`src/rtl/la_capture_pkg.sv`:
```
// Shared state encoding and default sizing for the logic-analyser capture block.
package la_pkg;
    localparam int LA_WIDTH    = 8;
    localparam int LA_DEPTH    = 16;
    localparam int LA_PRE_TRIG = 4;

    typedef enum logic [2:0] {
        LA_IDLE,
        LA_PRE,
        LA_WAIT_TRIG,
        LA_POST,
        LA_READOUT
    } la_state_t;
endpackage

```
`src/rtl/la_capture_if.sv`:
```
// Readout handshake: the capture block is the master, the consumer is the slave.
interface la_capture_if import la_pkg::*; #(
    parameter int WIDTH = LA_WIDTH
);
    logic             rd_valid;
    logic             rd_ready;
    logic [WIDTH-1:0] rd_data;
    logic             rd_last;

    modport master (output rd_valid, output rd_data, output rd_last, input rd_ready);
    modport slave  (input rd_valid, input rd_data, input rd_last, output rd_ready);
endinterface

```
`src/rtl/la_capture_mem.sv`:
```
// Capture buffer: register array, one synchronous write port, one combinational read port.
module la_capture_mem import la_pkg::*; #(
    parameter int WIDTH = LA_WIDTH,
    parameter int DEPTH = LA_DEPTH
) (
    input  logic                     clk,
    input  logic                     i_we,
    input  logic [$clog2(DEPTH)-1:0] i_waddr,
    input  logic [WIDTH-1:0]         i_wdata,
    input  logic [$clog2(DEPTH)-1:0] i_raddr,
    output logic [WIDTH-1:0]         o_rdata
);
    logic [WIDTH-1:0] r_mem [DEPTH];

    // No reset: contents are always overwritten before they are read out.
    always_ff @(posedge clk) begin
        if (i_we) r_mem[i_waddr] <= i_wdata;
    end

    assign o_rdata = r_mem[i_raddr];
endmodule

```
`src/rtl/la_capture.sv`:
```
// Logic-analyser capture: ring-buffer pre-trigger history, pattern trigger,
// post-trigger fill, then chronological readout over a valid/ready handshake.
//
// state        | meaning
// LA_IDLE      | waiting for arm
// LA_PRE       | filling the first PRE_TRIG history samples
// LA_WAIT_TRIG | writing into the ring until the masked pattern matches
// LA_POST      | writing the post-trigger samples
// LA_READOUT   | streaming DEPTH words, oldest first
module la_capture import la_pkg::*; #(
    parameter int WIDTH    = LA_WIDTH,
    parameter int DEPTH    = LA_DEPTH,
    parameter int PRE_TRIG = LA_PRE_TRIG
) (
    input  logic             clk,
    input  logic             reset,
    input  logic [WIDTH-1:0] la_in,
    input  logic             arm,
    input  logic             abort,
    input  logic [WIDTH-1:0] trig_mask,
    input  logic [WIDTH-1:0] trig_value,
    la_capture_if.master     rd,
    output logic             busy,
    output logic             done
);
    localparam int PW     = $clog2(DEPTH);
    localparam int CW     = PW + 1;
    localparam int POST_N = DEPTH - PRE_TRIG - 1;
    localparam logic [PW-1:0] PRE_OFS = PW'(PRE_TRIG);

    la_state_t        r_state;
    logic [WIDTH-1:0] r_s;
    logic [PW-1:0]    r_wr_ptr;
    logic [PW-1:0]    r_rd_ptr;
    logic [PW-1:0]    r_trig_ptr;
    logic [CW-1:0]    r_cnt;
    logic             r_rd_valid;
    logic             r_rd_last;
    logic             r_done;
    logic             w_we;
    logic             w_hit;
    logic [WIDTH-1:0] w_rd_data;

    assign w_we  = !abort && (r_state inside {LA_PRE, LA_WAIT_TRIG, LA_POST});
    assign w_hit = ((r_s ^ trig_value) & trig_mask) == '0;

    la_capture_mem #(.WIDTH(WIDTH), .DEPTH(DEPTH)) u_mem (
        .clk     (clk),
        .i_we    (w_we),
        .i_waddr (r_wr_ptr),
        .i_wdata (r_s),
        .i_raddr (r_rd_ptr),
        .o_rdata (w_rd_data)
    );

    always_ff @(posedge clk) begin
        if (reset) begin
            r_state    <= LA_IDLE;
            r_s        <= '0;
            r_wr_ptr   <= '0;
            r_rd_ptr   <= '0;
            r_trig_ptr <= '0;
            r_cnt      <= '0;
            r_rd_valid <= 1'b0;
            r_rd_last  <= 1'b0;
            r_done     <= 1'b0;
        end else begin
            r_s    <= la_in;
            r_done <= 1'b0;
            if (w_we) r_wr_ptr <= r_wr_ptr + 1'b1;
            if (abort) begin
                r_state    <= LA_IDLE;
                r_rd_valid <= 1'b0;
                r_rd_last  <= 1'b0;
            end else begin
                case (r_state)
                    LA_IDLE: begin
                        if (arm) begin
                            r_wr_ptr <= '0;
                            r_cnt    <= '0;
                            r_state  <= (PRE_TRIG == 0) ? LA_WAIT_TRIG : LA_PRE;
                        end
                    end
                    LA_PRE: begin
                        r_cnt <= r_cnt + 1'b1;
                        if (int'(r_cnt) == PRE_TRIG - 1) begin
                            r_cnt   <= '0;
                            r_state <= LA_WAIT_TRIG;
                        end
                    end
                    LA_WAIT_TRIG: begin
                        if (w_hit) begin
                            r_trig_ptr <= r_wr_ptr;
                            r_cnt      <= '0;
                            if (POST_N == 0) begin
                                r_rd_ptr   <= r_wr_ptr - PRE_OFS;
                                r_rd_valid <= 1'b1;
                                r_state    <= LA_READOUT;
                            end else begin
                                r_state <= LA_POST;
                            end
                        end
                    end
                    LA_POST: begin
                        r_cnt <= r_cnt + 1'b1;
                        if (int'(r_cnt) == POST_N - 1) begin
                            r_cnt      <= '0;
                            r_rd_ptr   <= r_trig_ptr - PRE_OFS;
                            r_rd_valid <= 1'b1;
                            r_state    <= LA_READOUT;
                        end
                    end
                    LA_READOUT: begin
                        if (rd.rd_ready) begin
                            r_rd_ptr  <= r_rd_ptr + 1'b1;
                            r_cnt     <= r_cnt + 1'b1;
                            r_rd_last <= (int'(r_cnt) == DEPTH - 2);
                            if (r_rd_last) begin
                                r_rd_valid <= 1'b0;
                                r_rd_last  <= 1'b0;
                                r_done     <= 1'b1;
                                r_state    <= LA_IDLE;
                            end
                        end
                    end
                    default: r_state <= LA_IDLE;
                endcase
            end
        end
    end

    assign rd.rd_valid = r_rd_valid;
    assign rd.rd_last  = r_rd_last;
    assign rd.rd_data  = w_rd_data;
    assign busy        = (r_state != LA_IDLE);
    assign done        = r_done;
endmodule

```
`src/flat_wrapper.sv`:
```
// flat-port wrapper written by rule: the top's interface ports become plain ports
module la_capture_flat import la_pkg::*;
#(
    parameter int WIDTH    = LA_WIDTH,
    parameter int DEPTH    = LA_DEPTH,
    parameter int PRE_TRIG = LA_PRE_TRIG
)
  (clk, reset, la_in, arm, abort, trig_mask, trig_value, busy, done, rd_rd_valid, rd_rd_data, rd_rd_last, rd_rd_ready);
  la_capture_if #(.WIDTH(WIDTH)) rd_i ();
  input  logic clk;
  input  logic reset;
  input  logic [WIDTH-1:0] la_in;
  input  logic arm;
  input  logic abort;
  input  logic [WIDTH-1:0] trig_mask;
  input  logic [WIDTH-1:0] trig_value;
  output logic busy;
  output logic done;
  output wire logic [$bits(rd_i.rd_valid)-1:0] rd_rd_valid;
  output wire logic [$bits(rd_i.rd_data)-1:0] rd_rd_data;
  output wire logic [$bits(rd_i.rd_last)-1:0] rd_rd_last;
  input wire logic [$bits(rd_i.rd_ready)-1:0] rd_rd_ready;
  assign rd_rd_valid = rd_i.rd_valid;
  assign rd_rd_data = rd_i.rd_data;
  assign rd_rd_last = rd_i.rd_last;
  assign rd_i.rd_ready = rd_rd_ready;
  la_capture #(.WIDTH(WIDTH), .DEPTH(DEPTH), .PRE_TRIG(PRE_TRIG)) u_core (.clk(clk), .reset(reset), .la_in(la_in), .arm(arm), .abort(abort), .trig_mask(trig_mask), .trig_value(trig_value), .rd(rd_i), .busy(busy), .done(done));
endmodule
```
`config.mk`:
```
export PLATFORM = sky130hd
export DESIGN_NAME = la_capture_flat
export DESIGN_NICKNAME = d
export VERILOG_FILES = /design/src/rtl/la_capture_pkg.sv /design/src/rtl/la_capture_if.sv /design/src/rtl/la_capture_mem.sv /design/src/rtl/la_capture.sv /design/src/flat_wrapper.sv
export SDC_FILE = /design/constraint.sdc
export NUM_CORES = 1
export LEC_CHECK = 0
export ABC_AREA = 1
export BUFFER_PORTS_ARGS = -buffer_cell sky130_fd_sc_hd__clkbuf_2
export CAP_MARGIN = 10
export CORE_UTILIZATION = 60
export DETAILED_ROUTE_END_ITERATION = 10
export PLACE_DENSITY_LB_ADDON = 0.1
export SLEW_MARGIN = 40
export SYNTH_ARGS = -nofsm -noshare
export SYNTH_HDL_FRONTEND = slang
export SYNTH_SLANG_ARGS = --single-unit
```
`constraint.sdc`:
```
create_clock -name clk -period 2.27 [get_ports clk]
set_input_delay 0.3405 -clock clk [delete_from_list [all_inputs] [get_ports clk]]
set_output_delay 0.3405 -clock clk [all_outputs]
set_load 0.02 [all_outputs]
```
==> impl_metrics.ini <==
[power]
p_int_uw = 5150
ir_drop_mv = 0.593
seqPwrFrac_pct = 50.4
net-switching-power_uw = 1310
power-per-cell-area_nw_per_um2 = 771
p_sw_share_pct = 20.3
leakage_uw = 0.00318
power_frac_comb_pct = 3.5
clkPwrFrac_pct = 46.1

[floorplanning]
die_area_um2 = 12100
die_width_um = 110
die_h_um = 110
num_rows = 39
core_um2 = 11400
start_util_pct = 61.4
io_pins = 41

[yosys]
syn_area_um2 = 6980
synthTopCellsByCount = edfxtp_1 (128), inv_1 (82), nand2_1 (75), o21ai_0 (53), a21oi_1 (49)
synth_area_leaders = edfxtp_1 (55%), dfxtp_1 (10%), mux2i_1 (4.6%), inv_1 (4.4%), nand2_1 (4.0%)
netlist_instances = 631
synth_ff_type = edfxtp_1
synth_edf_count = 128
post-synth-top-count-cell = edfxtp_1
avgSynthCellArea_um2 = 11.1
synthArstFlopShare_pct = 0
yosys_warnings = 0
ys_ff_latch = 163
syn-num-nets = 667
yosysUniqueCellTypes = 31
synth-seq-area-share_pct = 65.1
synth_top_area_share_pct = 55.1
yosysTopAreaCell = edfxtp_1

[hold_path]
hp-start = la_in[5]
holdCritPathClass = input port to register

[critical_path]
critical_path_buf_inv_count = 3
cp_top_family = buffers and inverters
cp.required_ns = 1.93
crit_type = register to output port
crit_path_frequent_cell = o211ai_1
cp_slowest_cell = dfxtp_4
cp-start-kind = register
endpoint_kind = output port
timing.rr.start = u_core.r_state[1]
arrival_ns = 1.99
path_max_fanout = 7
crit_chain = buf_12, buf_4, mux2i_2, o211ai_1, o211ai_1, nand2_1, clkbuf_8
critPathMaxStageDelay_ns = 0.46

[placed_design]
placed_area_um2 = 7500
post-place-ws_ns = 0.277
hpwl_mm = 10.5
place.gp.congestion = 0.906
numPortBuffers = 40

[grt]
antenna_found_initial = 0
grt_max_degree = 33
grt_usage_pct = 28.6
grt_pass1_wl_mm = 24.5
grt-ovfl-total = 0
grt_pass1_vias = 4661

[detailed_routing]
drcViolationCount = 0
dr.pass1.iters = 5
wire_per_inst_um = 19.3
ant_nets = 0
drt_first_iter_violations = 488
vias_per_cell = 5.78
dr_total_vias = 4955
drt-total-wl_mm = 16.6

[finish]
diodes = 0
nets = 738
utilization_pct = 73.6
multiInputGateArea_um2 = 2050
drive_gt1_share_pct = 18.6
stdcell_area_um2 = 8370
areaGrowthSynthToFinish_pct = 19.9
n_fill_cell = 739
seqCellArea_um2 = 4550

[timing]
drv_slew = 0
skew_ns = 0.00886
max_freq_mhz = 430
max_slew.worst_pin.slew_ns = 0.805
post-route-period-util_pct = 102
setup_violations = 3
report.final.hold_viol_count = 0
relSlewSlack_pct = 46.1
timing.final.crit_period_ns = 2.33
setup_slack_ns = -0.0566
rsz0062_at_grt = true

[clock_tree]
cts_root_buf = clkbuf_16
insertion_delay_ns = 0.43
cts_tree = yes
clock_sinks = 163
numCtsBuffers = 17
clockBufferDepth = 2
h-tree-depth = 4
path_clk_slew_ns = 0.06

[status]
run_status = finished, violations left
violations = setup timing

[job]
max_cap_viol_count = 0
## layer usage
layer,GRT usage (%),up-vias,wire length [um],part of all wire [%]
met3,5.93,23,1270,7.7
met5,0,-,0,0
met1,37.7,2343,6720,41
met2,46.3,248,8280,50
li1,-,2341,-,-
met4,12.1,0,299,1.8
## flip-flops by register name, indices dropped and copies added, names as in the netlist, named ones only
| signal | count |
|---|---|
| u_core.r_trig_ptr | 4 |
| u_core.r_state | 3 |
| u_core.rd.rd_valid | 1 |
| u_core.rd.rd_last | 1 |
| u_core.r_wr_ptr | 4 |
| u_core.u_mem.r_mem | 128 |
| u_core.r_s | 8 |
| u_core.r_rd_ptr | 4 |
| u_core.done | 1 |
| u_core.r_cnt | 5 |
## cells by family (layout without fill, tap and decap cells)
| logic type | count (synthesis) | count (layout) | share of synthesized area, % |
|---|---|---|---|
| AND/OR/NAND/NOR | 169 | 169 | 10.6 |
| flip-flops | 163 | 163 | 65.1 |
| AO/OA/AOI/OAI | 142 | 142 | 11.5 |
| buffers and inverters | 113 | 197 | 6.36 |
| multiplexers | 32 | 32 | 4.59 |
| adder cells (fa/ha/maj) | 7 | 7 | 1.25 |
| XOR/XNOR | 5 | 5 | 0.627 |
## worst paths after layout
| path | endpoint | slack (ns) | cells after the start |
|---|---|---|---|
| max | rd_rd_data[6] | -0.06 | 7 |
| min | u_core.r_s[5] | 0.11 | 3 |
| max reg2reg | u_core.u_mem.r_mem[13][3] | 0.28 | 4 |
| min reg2reg | u_core.r_trig_ptr[0] | 0.46 | 2 |
## worst min-delay path, cell delays in order
cell,delay (ns)
clkbuf_2,0.08
inv_1,0.04
nor2_1,0.03
## area by class of cell
type	instances	share of cell area (%)
clock inverters	14	2.23
multi-input cells	355	24.5
flip-flops and latches	163	54.3
well taps	143	2.14
clock buffers	18	5.13
inverters	87	3.90
repair buffers	78	7.79
## cell usage in the layout, fill, tap and decap left out, types with 2 or more instances in the layout
master	synthesis	final
nor2_1	47	47
ha_1	7	7
a21oi_2	0	2
o21ai_1	3	8
mux2i_2	0	4
nand2_1	75	74
buf_12	0	5
edfxtp_1	128	128
bufinv_16	0	4
mux2i_1	32	27
clkbuf_16	0	20
o21ai_0	53	45
o211ai_1	32	32
clkinvlp_4	0	4
nor3_4	2	2
buf_2	7	2
clkinv_1	1	2
dfxtp_1	35	34
clkinv_2	0	3
buf_6	0	6
xor2_1	4	4
nand4_1	4	4
buf_4	3	27
a21oi_1	49	46
inv_1	82	81
nand3_1	34	34
clkbuf_2	0	32
inv_2	4	5
o21ai_2	0	3
nand2_2	3	4
## repair_timing
item / CTS / global route
endpoints found under the setup margin: 8 / 8
hold buffers: 0 / 0
gates cloned: 0 / 3
buffers inserted: 5 / 1
gates resized for setup: 11 / 39
pin swaps: 1 / 9
## through the flow
step | power, uW | hold WS [ns] | setup TNS [ns] | cells
2_1_floorplan | 3440 | 0.410 | 0 | 631
3_3_place_gp | 3530 | 0.446 | 0 | 817
3_5_place_dp | 3540 | 0.451 | 0 | 817
4_1_cts | 6460 | 0.100 | -0.0745 | 854
5_1_grt | 6620 | 0.110 | -0.375 | 858
6_report | 6450 | 0.106 | -0.0639 | 858
## power groups by stage
stage	Combinational (uW)	Clock (uW)	Sequential (uW)
global route	252	3110	3250
detailed placement	220	0	3320
finish	227	2970	3250
floorplan	110	0	3330
global placement	213	0	3320
CTS	224	2980	3250
No activity file was read; power rests on OpenSTA's default activity.
